$ cat src/rtl/mux_scan_sequencer_if.sv
// Control/status bus between the SPI register file and the mux scan sequencer.
interface mux_scan_sequencer_if #(
   parameter int unsigned N_CH    = 8,
   parameter int unsigned DWELL_W = 16,
   parameter int unsigned DEAD_W  = 4
);
   logic [N_CH-1:0]    cfg_mask;
   logic [DWELL_W-1:0] cfg_dwell;
   logic [DEAD_W-1:0]  cfg_dead;
   logic               cfg_cont;
   logic               cfg_manual;
   logic [2:0]         cfg_manual_ch;
   logic               start;
   logic               stop;

   logic [N_CH-1:0]    dout_p;
   logic [N_CH-1:0]    dout_n;
   logic [2:0]         ch_idx;
   logic               busy;
   logic               ch_done;
   logic               scan_done;
   logic               cfg_err;

   modport master (
      output cfg_mask, cfg_dwell, cfg_dead, cfg_cont, cfg_manual, cfg_manual_ch, start, stop,
      input  dout_p, dout_n, ch_idx, busy, ch_done, scan_done, cfg_err
   );

   modport slave (
      input  cfg_mask, cfg_dwell, cfg_dead, cfg_cont, cfg_manual, cfg_manual_ch, start, stop,
      output dout_p, dout_n, ch_idx, busy, ch_done, scan_done, cfg_err
   );
endinterface

$ cat src/rtl/mux_scan_sequencer.sv
// Break-before-make gate sequencer for the 8:1 analog mux: scans enabled
// channels with programmable dwell/dead time, or holds one manual channel.
module mux_scan_sequencer #(
   parameter int unsigned N_CH    = 8,
   parameter int unsigned DWELL_W = 16,
   parameter int unsigned DEAD_W  = 4
) (
   input  logic                  clk,
   input  logic                  rst_n,
   mux_scan_sequencer_if.slave   bus
);
   localparam int unsigned CH_W = 3;

   typedef enum logic [1:0] {S_IDLE, S_DEAD, S_DWELL, S_HOLD} state_e;

   state_e             state_q, state_d;
   logic [CH_W-1:0]    ch_q, ch_d;
   logic [DWELL_W-1:0] dwell_cnt_q, dwell_cnt_d;
   logic [DEAD_W-1:0]  dead_cnt_q, dead_cnt_d;
   logic [N_CH-1:0]    mask_q, mask_d;
   logic [DWELL_W-1:0] dwell_q, dwell_d;
   logic [DEAD_W-1:0]  dead_q, dead_d;
   logic               cont_q, cont_d;
   logic               manual_q, manual_d;
   logic [N_CH-1:0]    dout_p_q, dout_p_d;
   logic [N_CH-1:0]    dout_n_q, dout_n_d;
   logic               busy_q, busy_d;
   logic               ch_done_q, ch_done_d;
   logic               scan_done_q, scan_done_d;
   logic               cfg_err_q, cfg_err_d;
   logic [CH_W:0]      nxt_cur, nxt_new;

   // Lowest enabled channel in a mask.
   function automatic logic [CH_W-1:0] lowest_ch(input logic [N_CH-1:0] m);
      lowest_ch = '0;
      for (int i = int'(N_CH) - 1; i >= 0; i--) begin
         if (m[i]) lowest_ch = CH_W'(i);
      end
   endfunction

   // Next enabled channel above cur, wrapping; MSB flags that the search wrapped.
   function automatic logic [CH_W:0] next_ch(input logic [N_CH-1:0] m, input logic [CH_W-1:0] cur);
      logic [CH_W-1:0] idx;
      logic            found;
      next_ch = {1'b0, cur};
      found   = 1'b0;
      for (int i = 1; i <= int'(N_CH); i++) begin
         idx = cur + CH_W'(i);
         if (!found && m[idx]) begin
            found   = 1'b1;
            next_ch = {idx <= cur, idx};
         end
      end
   endfunction

   // Dead counter preload: counts D-1 down to 0, with a dead setting of 0 acting as 1.
   function automatic logic [DEAD_W-1:0] dead_load(input logic [DEAD_W-1:0] d);
      dead_load = (d == '0) ? '0 : d - DEAD_W'(1);
   endfunction

   // State, counters, latched config and registered outputs.
   always_ff @(posedge clk or negedge rst_n) begin
      if (!rst_n) begin
         state_q     <= S_IDLE;
         ch_q        <= '0;
         dwell_cnt_q <= '0;
         dead_cnt_q  <= '0;
         mask_q      <= '0;
         dwell_q     <= '0;
         dead_q      <= '0;
         cont_q      <= 1'b0;
         manual_q    <= 1'b0;
         dout_p_q    <= '0;
         dout_n_q    <= '1;
         busy_q      <= 1'b0;
         ch_done_q   <= 1'b0;
         scan_done_q <= 1'b0;
         cfg_err_q   <= 1'b0;
      end else begin
         state_q     <= state_d;
         ch_q        <= ch_d;
         dwell_cnt_q <= dwell_cnt_d;
         dead_cnt_q  <= dead_cnt_d;
         mask_q      <= mask_d;
         dwell_q     <= dwell_d;
         dead_q      <= dead_d;
         cont_q      <= cont_d;
         manual_q    <= manual_d;
         dout_p_q    <= dout_p_d;
         dout_n_q    <= dout_n_d;
         busy_q      <= busy_d;
         ch_done_q   <= ch_done_d;
         scan_done_q <= scan_done_d;
         cfg_err_q   <= cfg_err_d;
      end
   end

   // Next-state, counter and output decode.
   always_comb begin
      state_d     = state_q;
      ch_d        = ch_q;
      dwell_cnt_d = dwell_cnt_q;
      dead_cnt_d  = dead_cnt_q;
      mask_d      = mask_q;
      dwell_d     = dwell_q;
      dead_d      = dead_q;
      cont_d      = cont_q;
      manual_d    = manual_q;
      cfg_err_d   = 1'b0;
      nxt_cur     = next_ch(mask_q, ch_q);

      case (state_q)
         S_IDLE: begin
            if (bus.start && !bus.stop) begin
               if (bus.cfg_manual || (bus.cfg_mask != '0)) begin
                  mask_d     = bus.cfg_mask;
                  dwell_d    = bus.cfg_dwell;
                  dead_d     = bus.cfg_dead;
                  cont_d     = bus.cfg_cont;
                  manual_d   = bus.cfg_manual;
                  ch_d       = bus.cfg_manual ? bus.cfg_manual_ch : lowest_ch(bus.cfg_mask);
                  dead_cnt_d = dead_load(bus.cfg_dead);
                  state_d    = S_DEAD;
               end else begin
                  cfg_err_d = 1'b1;
               end
            end
         end
         S_DEAD: begin
            if (bus.stop) begin
               state_d = S_IDLE;
            end else if (dead_cnt_q == '0) begin
               state_d     = manual_q ? S_HOLD : S_DWELL;
               dwell_cnt_d = dwell_q;
            end else begin
               dead_cnt_d = dead_cnt_q - DEAD_W'(1);
            end
         end
         S_DWELL: begin
            if (bus.stop) begin
               state_d = S_IDLE;
            end else if (dwell_cnt_q == '0) begin
               if (nxt_cur[CH_W] && !cont_q) begin
                  state_d = S_IDLE;
               end else begin
                  ch_d       = nxt_cur[CH_W-1:0];
                  dead_cnt_d = dead_load(dead_q);
                  state_d    = S_DEAD;
               end
            end else begin
               dwell_cnt_d = dwell_cnt_q - DWELL_W'(1);
            end
         end
         S_HOLD: begin
            if (bus.stop) state_d = S_IDLE;
         end
         default: state_d = S_IDLE;
      endcase

      // Outputs describe the cycle being entered.
      nxt_new     = next_ch(mask_d, ch_d);
      ch_done_d   = (state_d == S_DWELL) && (dwell_cnt_d == '0);
      scan_done_d = ch_done_d && nxt_new[CH_W];
      busy_d      = (state_d != S_IDLE);
      dout_p_d    = ((state_d == S_DWELL) || (state_d == S_HOLD)) ? (N_CH'(1) << ch_d) : '0;
      dout_n_d    = ~dout_p_d;
   end

   // A stop landing on the final dwell cycle suppresses that cycle's completion pulses.
   assign bus.dout_p    = dout_p_q;
   assign bus.dout_n    = dout_n_q;
   assign bus.ch_idx    = ch_q;
   assign bus.busy      = busy_q;
   assign bus.cfg_err   = cfg_err_q;
   assign bus.ch_done   = ch_done_q & ~bus.stop;
   assign bus.scan_done = scan_done_q & ~bus.stop;
endmodule

$ cat src/flat_wrapper.sv
// flat-port wrapper written by rule: the top's interface ports become plain ports
module mux_scan_sequencer_flat 
#(
   parameter int unsigned N_CH    = 8,
   parameter int unsigned DWELL_W = 16,
   parameter int unsigned DEAD_W  = 4
)
  (clk, rst_n, bus_cfg_mask, bus_cfg_dwell, bus_cfg_dead, bus_cfg_cont, bus_cfg_manual, bus_cfg_manual_ch, bus_start, bus_stop, bus_dout_p, bus_dout_n, bus_ch_idx, bus_busy, bus_ch_done, bus_scan_done, bus_cfg_err);
  mux_scan_sequencer_if #(.N_CH(N_CH), .DWELL_W(DWELL_W), .DEAD_W(DEAD_W)) bus_i ();
  input  logic clk;
  input  logic rst_n;
  input wire logic [$bits(bus_i.cfg_mask)-1:0] bus_cfg_mask;
  input wire logic [$bits(bus_i.cfg_dwell)-1:0] bus_cfg_dwell;
  input wire logic [$bits(bus_i.cfg_dead)-1:0] bus_cfg_dead;
  input wire logic [$bits(bus_i.cfg_cont)-1:0] bus_cfg_cont;
  input wire logic [$bits(bus_i.cfg_manual)-1:0] bus_cfg_manual;
  input wire logic [$bits(bus_i.cfg_manual_ch)-1:0] bus_cfg_manual_ch;
  input wire logic [$bits(bus_i.start)-1:0] bus_start;
  input wire logic [$bits(bus_i.stop)-1:0] bus_stop;
  output wire logic [$bits(bus_i.dout_p)-1:0] bus_dout_p;
  output wire logic [$bits(bus_i.dout_n)-1:0] bus_dout_n;
  output wire logic [$bits(bus_i.ch_idx)-1:0] bus_ch_idx;
  output wire logic [$bits(bus_i.busy)-1:0] bus_busy;
  output wire logic [$bits(bus_i.ch_done)-1:0] bus_ch_done;
  output wire logic [$bits(bus_i.scan_done)-1:0] bus_scan_done;
  output wire logic [$bits(bus_i.cfg_err)-1:0] bus_cfg_err;
  assign bus_i.cfg_mask = bus_cfg_mask;
  assign bus_i.cfg_dwell = bus_cfg_dwell;
  assign bus_i.cfg_dead = bus_cfg_dead;
  assign bus_i.cfg_cont = bus_cfg_cont;
  assign bus_i.cfg_manual = bus_cfg_manual;
  assign bus_i.cfg_manual_ch = bus_cfg_manual_ch;
  assign bus_i.start = bus_start;
  assign bus_i.stop = bus_stop;
  assign bus_dout_p = bus_i.dout_p;
  assign bus_dout_n = bus_i.dout_n;
  assign bus_ch_idx = bus_i.ch_idx;
  assign bus_busy = bus_i.busy;
  assign bus_ch_done = bus_i.ch_done;
  assign bus_scan_done = bus_i.scan_done;
  assign bus_cfg_err = bus_i.cfg_err;
  mux_scan_sequencer #(.N_CH(N_CH), .DWELL_W(DWELL_W), .DEAD_W(DEAD_W)) u_core (.clk(clk), .rst_n(rst_n), .bus(bus_i));
endmodule
$ cat config.mk
export PLATFORM = sky130hd
export DESIGN_NAME = mux_scan_sequencer_flat
export DESIGN_NICKNAME = d
export VERILOG_FILES = /design/src/rtl/mux_scan_sequencer_if.sv /design/src/rtl/mux_scan_sequencer.sv /design/src/flat_wrapper.sv
export SDC_FILE = /design/constraint.sdc
export NUM_CORES = 1
export LEC_CHECK = 0
export ABC_AREA = 1
export BUFFER_PORTS_ARGS = -buffer_cell sky130_fd_sc_hd__buf_4
export CAP_MARGIN = 20
export CORE_MARGIN = 1.5
export CORE_UTILIZATION = 35
export DETAILED_ROUTE_END_ITERATION = 7
export PLACE_DENSITY = 0.62
export SYNTH_ARGS = -nofsm -noshare
export SYNTH_HDL_FRONTEND = slang
export SYNTH_SLANG_ARGS = --single-unit
export TNS_END_PERCENT = 10
$ cat constraint.sdc
create_clock -name clk -period 6.7 [get_ports clk]
set_input_delay 1.34 -clock clk [delete_from_list [all_inputs] [get_ports clk]]
set_output_delay 1.34 -clock clk [all_outputs]
set_load 0.02 [all_outputs]
==> key figures <==
Run status
  • Outcome: finished, final reports clean

Detailed routing
  • Drt total wl: roughly 15000 microns
  • DRT Pass-1 Iters: 5
  • DR iter-0 viols: roughly 460
  • DRT antenna net count: 0
  • DR vias: between 5000 and 6000
  • DRC Markers: 0
  • Routed len/inst: 13.9 microns
  • Avg Vias per Cell: 5.02

Placed design
  • DP Worst Slack: roughly 1700 ps
  • GP Congestion: 0.934
  • PortBufs: 59
  • DP HPWL: 11300 microns
  • Placed Area: ~6200 sq um
  • Post-placement cell count: between 1000 and 1500

Setup path
  • Crit path DAT: 5270 ps
  • Setup CP Type: flip-flop to flip-flop
  • Crit start category: flip-flop
  • Worst Path Required: 6940 ps
  • Critical path endpoint: u_core.scan_done_q
  • Crit. End Element: flip-flop
  • Worst path bufs/invs: 5
  • Worst setup startpoint: u_core.bus.ch_idx[1]
  • Number of stages on the worst setup path: 33
  • Critical R2R Launch: u_core.bus.ch_idx[1]
  • Crit-path max cell delay: 630 ps
  • CP top delay family: simple AND/OR/NAND/NOR gates
  • Reg2Reg Depth: 33
  • Critical Path Fanout Max: 20
  • R2R Path End: u_core.scan_done_q
  • Critical path's slowest cell: dfrtp_1
  • R2R setup slack: 1670 ps

Synthesis
  • Syn Nets: 889
  • Post-Syn Area per Cell: approximately 6.8 sq um
  • Mapped Cells: 826
  • Share of the synthesized area in the top cell type: 29.8%
  • Synth area leader: dfrtp_1
  • Yosys warns: 0
  • Sequential share of the synthesized area: 33.6%
  • Top cells by area, synth: dfrtp_1 (30%), nand2_1 (14%), nand3_1 (9.0%)
  • FF+latch count, synth: 75
  • Synthesized cell area: 5620 sq um
  • Post-synthesis cell type count: 43

Clock network
  • CTS Buf Count: 9
  • H-tree lvl count: 3
  • Root Buffer: clkbuf_16
  • Clock Path Buffers: 2
  • Setup bufs post-CTS: 0
  • Clk_lat worst skew: 350 ps
  • Reg clk slew, reported paths: 60 ps
  • CTS tree: done
  • Hold-fix buffers at CTS: 0
  • Clock net sink count: 75
  • PostCTS Resize Cnt: 0

Layout
  • Ant. Diodes: 0
  • Fill cell count: 1678
  • Layout cell share with drive strength beyond 1: between 10% and 20%
  • Post-Layout Cell Count: 1096
  • Sequential Area: around 1900 sq um
  • Layout area overhead: 16.6%
  • Area of the multi-input gates: 3160 sq um
  • Final design area excluding fillers: 6550 sq um
  • Nets: 938

Worst hold path
  • HP Class: flip-flop to flip-flop

Floorplanning
  • Die height: 130 microns
  • Die footprint: 16800 sq um
  • Core area: 15800 sq um
  • IO Pins: 60
  • Initial Util: 35.6%
  • Die Span X: 130 microns
  • Rows: 46

Timing
  • Clock Skews: 6.12 ps
  • Slew @ Worst Pin: 1060 ps
  • Max Slew Vio Count: 0
  • Worst rel slew slack: 29.0%
  • Highest Clock Rate: 199 MHz
  • RSZ-0062 raised after global routing: false
  • Tcrit/Tclk final: 75.0%
  • Setup TNS: 0 ps
  • # setup viols final: 0
  • Hold Vio Cnt, Final: 0
  • Setup ws final: 1670 ps
  • Minimum clock period: 5030 ps

GRT
  • Vias in the first global route: 5022
  • GRT Overall Usage: 19.0%
  • Congestion Overflow GR: 0
  • Initial antenna violation count: 0
  • First-pass GRT wire length: 25100 microns
  • Pin count of the biggest net entering global routing: 76

Job
  • Max-cap viol count: 0
tightest hold or removal path, stage by stage (launching register included):
cell and delay (ps):
dfrtp_1 340, nand2_1 50, nand2_1 50
per-stage QoR:
stage	util, %	hold WS [ps]
floorplan	-	437
global placement	39.5	455
detailed placement	39.5	460
CTS	41.6	479
global route	41.6	508
finish	41.6	472
layout by cell type, fill, tap and decap left out, drive strengths merged:
| master | count |
|---|---|
| o21a | 1 |
| nand3b | 2 |
| o21bai | 3 |
| clkinv | 5 |
| nand2 | 230 |
| dfstp | 8 |
| clkbuf | 9 |
| nor3 | 9 |
| inv | 116 |
| nor4 | 3 |
| xnor2 | 2 |
| a211oi | 1 |
| nor2 | 77 |
| buf | 62 |
| or2 | 7 |
| bufinv | 2 |
| o211ai | 16 |
| o311ai | 1 |
| xor2 | 6 |
| o31ai | 3 |
| a21oi | 25 |
| a221oi | 1 |
| a31oi | 16 |
| dfrtp | 67 |
| nand3 | 109 |
| a22oi | 3 |
| ha | 26 |
| o21ai | 59 |
| or4 | 2 |
| o22ai | 2 |
| clkinvlp | 1 |
| nand4 | 6 |
routing by layer:
layer  vias to the layer above  part of all wire, %  GRT usage [%]
li1                       2793                    -              -
met1                      2500                   47           25.9
met2                       179                   44           29.5
met3                        32                  6.3           5.00
met4                         0                  2.7           6.21
met5                         -                    0              0
worst min-delay path by stage:
stage                  startpoint                 end  slack [ps]  cells after the start
2_1_floorplan  u_core.dwell_q[10]  u_core.dwell_q[10]         440                      2
3_3_place_gp   u_core.dwell_q[10]  u_core.dwell_q[10]         460                      2
3_5_place_dp    u_core.dwell_q[4]   u_core.dwell_q[4]         460                      2
4_1_cts         u_core.dwell_q[4]   u_core.dwell_q[4]         480                      2
5_1_grt         u_core.dwell_q[2]   u_core.dwell_q[2]         510                      2
6_report        u_core.dwell_q[4]   u_core.dwell_q[4]         470                      2
flip-flops by register name, summed over array words and instances (netlist names):
signal	count
u_core.dead_q	4
u_core.manual_q	1
u_core.dead_cnt_q	4
u_core.ch_done_q	1
u_core.state_q	2
u_core.mask_q	8
u_core.bus.ch_idx	3
u_core.bus.busy	1
u_core.bus.dout_p	8
u_core.bus.cfg_err	1
u_core.scan_done_q	1
u_core.dwell_q	16
u_core.dwell_cnt_q	16
u_core.bus.dout_n	8
u_core.cont_q	1
final cells by class:
type | count | area share (%)
clock inverters | 7 | 1.51
flip-flops and latches | 75 | 28.8
clock buffers | 9 | 3.44
repair buffers | 62 | 7.10
multi-input cells | 610 | 48.3
well taps | 216 | 4.12
inverters | 117 | 6.74
logic make-up (layout without fill, tap and decap cells):
logic type	after synthesis	count (layout)	share of synthesized area [%]
compound gates	131	131	13.4
xor+xnor	8	8	1.25
fa+ha+maj	26	26	5.79
buf+inv	141	195	10.1
flops	75	75	33.6
simple gates	445	445	35.9
synthesized netlist by cell type:
master and n:
buf_2 2, nor2_2 4, nand4_1 5, a211oi_1 1
nand2_1 213, o21a_1 1, nor2_1 71, clkinv_1 3
nand3_1 101, nand2_2 13, nand4_2 1, o211ai_1 16
nor3_1 9, buf_6 4, clkbuf_1 14, nand3b_1 2
a31oi_1 16, inv_1 108, xor2_1 6, or4_1 2
buf_1 3, o21ai_0 56, o21ai_1 3, a22oi_1 3
nand2_4 4, inv_2 5, inv_4 1, nand3_2 8
nor2_8 1, or2_2 7, o21bai_1 3, nor4_1 3
o31ai_1 3, xnor2_1 2, ha_1 26, o311ai_0 1
buf_4 1, nor2_4 1, o22ai_1 2, a21oi_1 25
a221oi_1 1, dfrtp_1 67, dfstp_2 8
Power is left out: the tool's default activity adds up to more than one toggle a clock period on the data nets, which glitch-free logic cannot reach.
